$ cat src/rtl/rcu_pkg.sv
// rcu_pkg: shared FSM state type and default sizing for the RCU grace-period engine.
package rcu_pkg;

    localparam int NRDR_DEF   = 4;
    localparam int DEPTHW_DEF = 3;

    typedef enum logic [2:0] {
        IDLE,
        DRAIN0,
        FLIP,
        DRAIN1,
        ACK
    } state_t;

endpackage

$ cat src/rtl/rcu_reader_slot.sv
// rcu_reader_slot: one reader's nesting depth, latched phase, per-phase busy flags and sticky error.
module rcu_reader_slot import rcu_pkg::*; #(
    parameter int DEPTHW = DEPTHW_DEF
) (
    input  logic       clock,
    input  logic       reset_n,
    input  logic       lock,
    input  logic       unlock,
    input  logic       flip,
    output logic [1:0] ctr,
    output logic       err
);

    localparam logic [DEPTHW-1:0] DMAX = '1;

    logic [DEPTHW-1:0] depth;
    logic              lphase;

    // Simultaneous lock and unlock cancel at any depth, so only one-sided strobes act.
    always_ff @(posedge clock) begin
        if (!reset_n) begin
            depth  <= '0;
            lphase <= 1'b0;
            ctr    <= '0;
            err    <= 1'b0;
        end else if (lock && !unlock) begin
            if (depth == DMAX) begin
                err <= 1'b1;
            end else begin
                depth <= depth + DEPTHW'(1);
                if (depth == '0) begin
                    lphase   <= flip;
                    ctr[flip] <= 1'b1;
                end
            end
        end else if (unlock && !lock) begin
            if (depth == '0) begin
                err <= 1'b1;
            end else begin
                depth <= depth - DEPTHW'(1);
                if (depth == DEPTHW'(1)) ctr[lphase] <= 1'b0;
            end
        end
    end

endmodule

$ cat src/rtl/rcu_gp_server.sv
// rcu_gp_server: flip/drain/flip/drain grace-period engine serving one updater over NRDR readers.
// Define RCU_GP_COUNT_EN to build the wrapping completed-grace-period counter on gp_count.
module rcu_gp_server import rcu_pkg::*; #(
    parameter int NRDR   = NRDR_DEF,
    parameter int DEPTHW = DEPTHW_DEF,
    parameter int SELMSB = 2
) (
    input  logic            clock,
    input  logic            reset_n,
    input  logic [NRDR-1:0] rd_lock,
    input  logic [NRDR-1:0] rd_unlock,
    input  logic            sync_req,
    output logic            sync_ack,
    output logic            busy,
    output logic            flip,
    output logic [NRDR-1:0] rd_err,
    output logic [7:0]      gp_count
);

    localparam int SW = SELMSB + 1;
    localparam int PW = 1 << SW;

    state_t          state;
    logic [SW-1:0]   cpunum;
    logic [NRDR-1:0] c0;
    logic [NRDR-1:0] c1;
    logic [PW-1:0]   pend;

    for (genvar i = 0; i < NRDR; i++) begin : g_slot
        logic [1:0] c;
        rcu_reader_slot #(.DEPTHW(DEPTHW)) u_slot (
            .clock  (clock),
            .reset_n(reset_n),
            .lock   (rd_lock[i]),
            .unlock (rd_unlock[i]),
            .flip   (flip),
            .ctr    (c),
            .err    (rd_err[i])
        );
        assign c0[i] = c[0];
        assign c1[i] = c[1];
    end

    // Readers still holding the phase that is not current; padded so cpunum indexes it exactly.
    assign pend = PW'(flip ? c0 : c1);
    assign busy = state != IDLE;

    always_ff @(posedge clock) begin
        if (!reset_n) begin
            state    <= IDLE;
            flip     <= 1'b0;
            cpunum   <= '0;
            sync_ack <= 1'b0;
        end else begin
            sync_ack <= 1'b0;
            case (state)
                IDLE: begin
                    if (sync_req) begin
                        cpunum <= '0;
                        state  <= DRAIN0;
                    end
                end
                DRAIN0, DRAIN1: begin
                    if (!pend[cpunum]) begin
                        cpunum <= cpunum + SW'(1);
                        if (cpunum == SW'(NRDR - 1)) state <= state == DRAIN0 ? FLIP : ACK;
                    end
                end
                FLIP: begin
                    flip   <= ~flip;
                    cpunum <= '0;
                    state  <= DRAIN1;
                end
                ACK: begin
                    sync_ack <= 1'b1;
                    state    <= IDLE;
                end
                default: state <= IDLE;
            endcase
        end
    end

`ifdef RCU_GP_COUNT_EN
    always_ff @(posedge clock) begin
        if (!reset_n) gp_count <= '0;
        else if (state == ACK) gp_count <= gp_count + 8'd1;
    end
`else
    assign gp_count = '0;
`endif

endmodule

$ cat config.mk
export PLATFORM = sky130hd
export DESIGN_NAME = rcu_gp_server
export DESIGN_NICKNAME = d
export VERILOG_FILES = /design/src/rtl/rcu_pkg.sv /design/src/rtl/rcu_reader_slot.sv /design/src/rtl/rcu_gp_server.sv
export SDC_FILE = /design/constraint.sdc
export NUM_CORES = 1
export LEC_CHECK = 0
export BUFFER_PORTS_ARGS = -buffer_cell sky130_fd_sc_hd__buf_2
export CAP_MARGIN = 20
export CORE_MARGIN = 2
export CORE_UTILIZATION = 50
export CTS_BUF_LIST = sky130_fd_sc_hd__clkbuf_4
export DETAILED_ROUTE_END_ITERATION = 10
export PLACE_DENSITY_LB_ADDON = 0.1
export REMOVE_ABC_BUFFERS = 1
export SLEW_MARGIN = 20
export SYNTH_ARGS = -nofsm -noshare
export SYNTH_HDL_FRONTEND = slang
export SYNTH_SLANG_ARGS = --single-unit
$ cat constraint.sdc
create_clock -name clock -period 3 [get_ports clock]
set_clock_uncertainty 0.15 [all_clocks]
set_input_delay 0.15 -clock clock [delete_from_list [all_inputs] [get_ports clock]]
set_output_delay 0.15 -clock clock [all_outputs]
set_load 0.005 [all_outputs]
Yosys cells after proc, flatten, opt, wreduce, memory -nomap -nowiden
Cells that the tools add are included.
{ "word_totals": {"regBits": 36, "out_inout_bits": 15, "in_bits": 11, "elab_cells": 226} }
{ "op_classes": {"n_bitwise": 17, "n_reduce_logical": 59, "eq_ne": 32, "mux": 78, "order_cmp": 11, "addsub": 9} }
{ "op_table": {"columns": ["operator", "count"], "rows": [
  ["$mux 3", 22],
  ["$mux 2", 24],
  ["$reduce_and 3->1", 14],
  ["$ne 2x2->1 const B", 15],
  ["$reduce_bool 2->1", 12],
  ["$mux 1", 23],
  ["$reduce_and 5->1", 4],
  ["$pmux 3 s3", 2],
  ["$add 3x1->3 const B", 5],
  ["$eq 3x1->1 const B", 5],
  ["$eq 3x3->1 const B", 5],
  ["$logic_not 3->1", 5],
  ["$logic_and 1x1->1", 13],
  ["$sub 3x1->3 const B", 4],
  ["$lt 1x2->1 const B", 5],
  ["$eq 3x2->1 const B", 3],
  ["$and 2x2->2", 4],
  ["$logic_not 1->1", 8],
  ["$ne 2x1->1 const B", 4],
  ["$not 2->2", 4],
  ["$or 2x2->2", 4],
  ["$reduce_bool 3->1", 2],
  ["$demux 1 s1", 5],
  ["$ge 1x1->1 const B", 5],
  ["other kinds (5)", 9]
]} }

Logic depth before layout (Yosys ltp)
{ "depth": {"ltp_word": 10, "mapped_depth": 7, "ltp_nobuf": 6} }

Modules after synthesis
A second synthesis with hierarchy kept.
{ "hier_totals": {"hier_cells": 272, "hier_area_um2": 2483.6} }
{ "modules_own_cells": {"columns": ["mod", "area_each_um2", "seq_area_each_um2", "cells_each", "instances"], "rows": [
  ["rcu_reader_slot", 490.5, 140.1, 53, 4],
  ["rcu_gp_server", 521.8, 160.2, 60, 1]
]} }

Least setup slack after synthesis
No wires, ideal clock.
{ "synth_timing": {"path_kind": "register -> register", "start": "register g_slot[1].u_slot.depth[0]", "end": "register g_slot[1].u_slot.ctr[1]", "n_path_buf": 0, "stages_incl_launch_ff": 7, "setup_slack_ns": 1.121, "synth_period_minus_slack_ns": 1.879, "t_arrival_ns": 1.638, "t_required_ns": 2.759, "cell_sequence": "dfxtp_1 > inv_1 > ha_1 > or3b_1 > a211oi_1 > a21oi_1 > a311oi_1"} }
{ "synth_between": {"elab_chain_cells": 3} }
{ "synth_lines": {"columns": ["item", "line", "source"], "rows": [
  ["start: declaration", "rcu_reader_slot.sv:16", "logic [DEPTHW-1:0] depth;"],
  ["start signal: assignment", "rcu_reader_slot.sv:30", "depth <= depth + DEPTHW'(1);"],
  ["start signal: assignment", "rcu_reader_slot.sv:40", "depth <= depth - DEPTHW'(1);"],
  ["$eq 3x3->1, or another cell as far along", "rcu_reader_slot.sv:27", "if (depth == DMAX) begin"],
  ["$ne 2x2->1 (no source line), or another cell as far along", null, null],
  ["$reduce_and 5->1 (no source line) (*)", null, null],
  ["end signal: assignment", "rcu_reader_slot.sv:24", "ctr <= '0;"],
  ["end signal: indexed assignment", "rcu_reader_slot.sv:33", "ctr[flip] <= 1'b1;"],
  ["end signal: indexed assignment", "rcu_reader_slot.sv:41", "if (depth == DEPTHW'(1)) ctr[lphase] <= 1'b0;"],
  ["end: declaration", "rcu_reader_slot.sv:10", "output logic [1:0] ctr,"]
]} }
Mark *: on every way between the ends. The rest lies on a longest branch, timed or not.
A chain may end at the register's enable or synchronous reset.

Final worst setup path
{ "layout_timing": {"start": "register flip", "end": "register state[0]"} }
{ "layout_between": {"elab_chain_cells": 5} }
{ "layout_lines": {"columns": ["item", "line", "source"], "rows": [
  ["start: declaration", "rcu_gp_server.sv:15", "output logic flip,"],
  ["start signal: assignment", "rcu_gp_server.sv:70", "flip <= ~flip;"],
  ["$mux 4", "rcu_gp_server.sv:45", "assign pend = PW'(flip ? c0 : c1);"],
  ["$bmux 1 s3", "rcu_gp_server.sv:64", "if (!pend[cpunum]) begin"],
  ["$mux 1 (not written as such)", "rcu_gp_server.sv:64", null],
  ["$ne 2x2->1 (no source line)", null, null],
  ["$reduce_and 3->1 (no source line)", null, null],
  ["end signal: assignment", "rcu_gp_server.sv:66", "if (cpunum == SW'(NRDR - 1)) state <= state == DRAIN0 ? FLIP : ACK;"],
  ["end: declaration", "rcu_gp_server.sv:23", "state_t state;"]
]} }
No other way between the ends. The select of a mux whose other input is x is not followed.

==> run summary <==
Antenna violations before repair = 0
Number of setup violations in the final report = 0
Endpoint type of the worst setup path = register
Post-Synthesis Mean Instance Area = 8.537 um2
Least setup slack across all paths after layout = 0.8613 ns
Area of the core = 4692 um2
Placement-stage worst setup slack = 0.9190 ns
Number of buffers created by CTS = 5
Final GP Congestion = 0.7865
Number of top-level pins = 26
Yosys top cell by area = dfxtp_1
Transition time at the pin with the least slew margin = 0.6875 ns
Via total after detailed routing = 1,864
Type of element launching the critical path = register
Total of hold buffers inserted after clock tree synthesis = 1
Synth area leaders = dfxtp_1 30%, ha_1 16%, nor2_1 4.2%, buf_4 4.1%, mux2i_1 3.7%
Total iterations of the first detailed-routing run = 4
Standard-cell row count = 25
Crit Path Category = register to register
Setup tns final = 0 ns
Post-Synthesis Cells = 282
Post-DRT Antenna Nets = 0
Maximum achievable frequency = 467.6 MHz
Area grow syn2layout = 5.405%
Die Area = 5385 um2
Outcome = complete, no violations
Count of unresolved DRC violations after routing = 0
RSZ-0062 raised after global routing = false
Via count of the first global-routing pass = 1,692
Die boundary width = 73.39 um
CP required = 3.11 ns
Worst endpoint data arrival time = 2.25 ns
Global-route wire length before repair = 7327 um
NumNets Final = 332
Register area share after synthesis = 29.94%
Drt total wl = 4149 um
# resized after CTS = 0
IO Port Bufs = 17
Die height = 73.39 um
Starting utilization of the core area = 51.31%
Number of levels the H-tree was split into = 2
Number of non-filler instances in the completed layout = 346
Post-synth EDFFs = 0
Pin count of the biggest net entering global routing = 23
Fraction of the cycle the final worst path needs = 71.29%
Area share of the largest cell type after synthesis = 29.94%
Average wire per cell in the routed design = 11.99 um
DPL Wire Length = 2997 um
Shortest clock period the worst path allows after layout = 2.139 ns
Power density normalized to cell area = 506.0 nW/um2
Fill count = 452
Clock slew seen by the registers of the worst setup and hold paths = 0.12 ns
Post-Synthesis Cell Area = 2407 um2
FFs w/ async S/R, synth = 0%
Count of unique library cells instantiated by Yosys = 45
Critical Path Fanout Max = 13
Count of final hold-check violations = 0
Count of max-cap constraint violations = 0
Overall fraction of global-route tracks in use = 17.25%
Post-CTS repair timing setup buffer count = 0
Clock latency on the worst-skew pair = 0.35 ns
Warnings, synthesis = 0
Primary flip-flop cell chosen by synthesis mapping = dfxtp_1
Final core utilization = 54.08%
Classification of the worst-slack hold path = input port to register
Worst-case clock buffer depth = 2
Highest ir drop seen on vdd = 0.3661 mV
Leakage power summed over all cells = 1.084 nW
Antenna cell count = 0
Overall overflow remaining after global route = 0
TritonCTS clock tree = done
Worst max-slew margin expressed relative to the limit = 54.12%
Placed cells = 337
Clock root cell = clkbuf_4
Via/cell ratio = 5.387
TritonCTS Sinks = 36
Flop and latch count out of synthesis = 36
Share of cells above drive strength 1 = 11.30%
Max-slew violation count = 0
Number of violations reported at the end of detailed-routing iteration 0 = 91
## power by group
group | internal, mW | total (mW) | switching, mW
registers | 0.524 | 0.569 | 0.0452
clock network | 0.174 | 0.345 | 0.171
logic | 0.181 | 0.370 | 0.189
total | 0.879 | 1.28 | 0.405
## path summary, 6_finish.rpt
check                                       start                                    to  slack [ns]  cells after the start
max                             flip$_SDFFE_PN0N_                 state[0]$_SDFFE_PN0P_        0.86                      4
max reg2reg                     flip$_SDFFE_PN0N_                 state[0]$_SDFFE_PN0P_        0.86                      4
min reg2reg  g_slot[2].u_slot.lphase$_SDFFE_PN0P_  g_slot[2].u_slot.ctr[1]$_SDFFE_PN0P_        0.32                      1
min                                       reset_n     g_slot[2].u_slot.err$_SDFFE_PN0P_        0.05                      2
## cells in the mapped netlist, types with 2 or more instances
cell type	n
a211oi_1	2
a21boi_0	2
a21oi_1	17
a22o_1	2
a311oi_1	5
buf_2	3
buf_4	13
clkbuf_1	7
dfxtp_1	36
ha_1	30
inv_1	23
mux2_2	2
mux2i_1	9
nand2_1	14
nand2b_1	6
nand3_1	2
nand3b_1	5
nand4bb_1	5
nor2_1	27
nor2b_1	3
nor3_1	11
nor3b_1	2
nor4_1	3
o21a_1	6
o21ai_0	13
o22ai_1	3
or2_2	3
or3_1	2
or4_1	2
xnor2_1	9
## cells by family (layout without fill, tap and decap cells)
family,Yosys count,count (layout),share of synthesized area (%)
buffers and inverters,46,49,9.355
adders and majority gates,30,30,15.59
AOI/OAI and AO/OA,58,58,15.64
xor gates and xnor gates,9,9,3.275
and+or+nand+nor,90,90,20.27
muxes,12,12,5.770
other,1,8,0.1558
DFF,36,36,29.94
## final cells by class
type	count	area [um2]	area share (%)
Clock buffer	5	37.54	1.479
Clock inverter	3	42.54	1.677
Inverter	23	86.33	3.402
Multi-Input combinational cell	207	1488	58.63
Sequential cell	36	720.7	28.40
Tap cell	54	67.56	2.663
Timing Repair Buffer	18	95.09	3.748
## worst max-delay path: stages (launching register included)
cell and delay [ns]:
dfxtp_1 0.63, mux2_2 0.39, o22ai_1 0.44, nor3_1 0.16, o221a_2 0.27
## layout by cell type (no fill, tap or decap), types with 6 or more instances in the layout
cell type / netlist / final
nand2_1: 14 / 14
nor3_1: 11 / 11
a21oi_1: 17 / 17
o21ai_0: 13 / 13
xnor2_1: 9 / 9
nor2_1: 27 / 27
ha_1: 30 / 30
inv_1: 23 / 23
dfxtp_1: 36 / 36
buf_2: 3 / 17
mux2i_1: 9 / 9
conb_1: 1 / 8
nand2b_1: 6 / 6
o21a_1: 6 / 6
## through the flow
step	hold slack, ns	power [mW]	instance area [um2]
detailed placement	0.3007	0.9474	2447
global placement	0.2928	0.9416	2447
floorplan	0.1175	0.8653	2295
finish	0.05265	1.284	2537
global route	0.04221	1.386	2537
CTS	0.03636	1.300	2537
## routing by layer
metal	vias to the layer above	global-route usage, %	part of all wire, %
li1	986	-	-
met1	841	21.81	51
met2	31	28.63	45
met3	6	4.527	3.2
met4	0	5.455	1.4
met5	-	0	0
## flip-flops by register name, indices dropped and copies added, names as in the netlist
register and flops:
cpunum 3, flip 1, g_slot.u_slot.lphase 4, g_slot.u_slot.ctr 8
state 3, g_slot.u_slot.depth 12, sync_ack 1, g_slot.u_slot.err 4
Power figures use the tool's default switching activity.
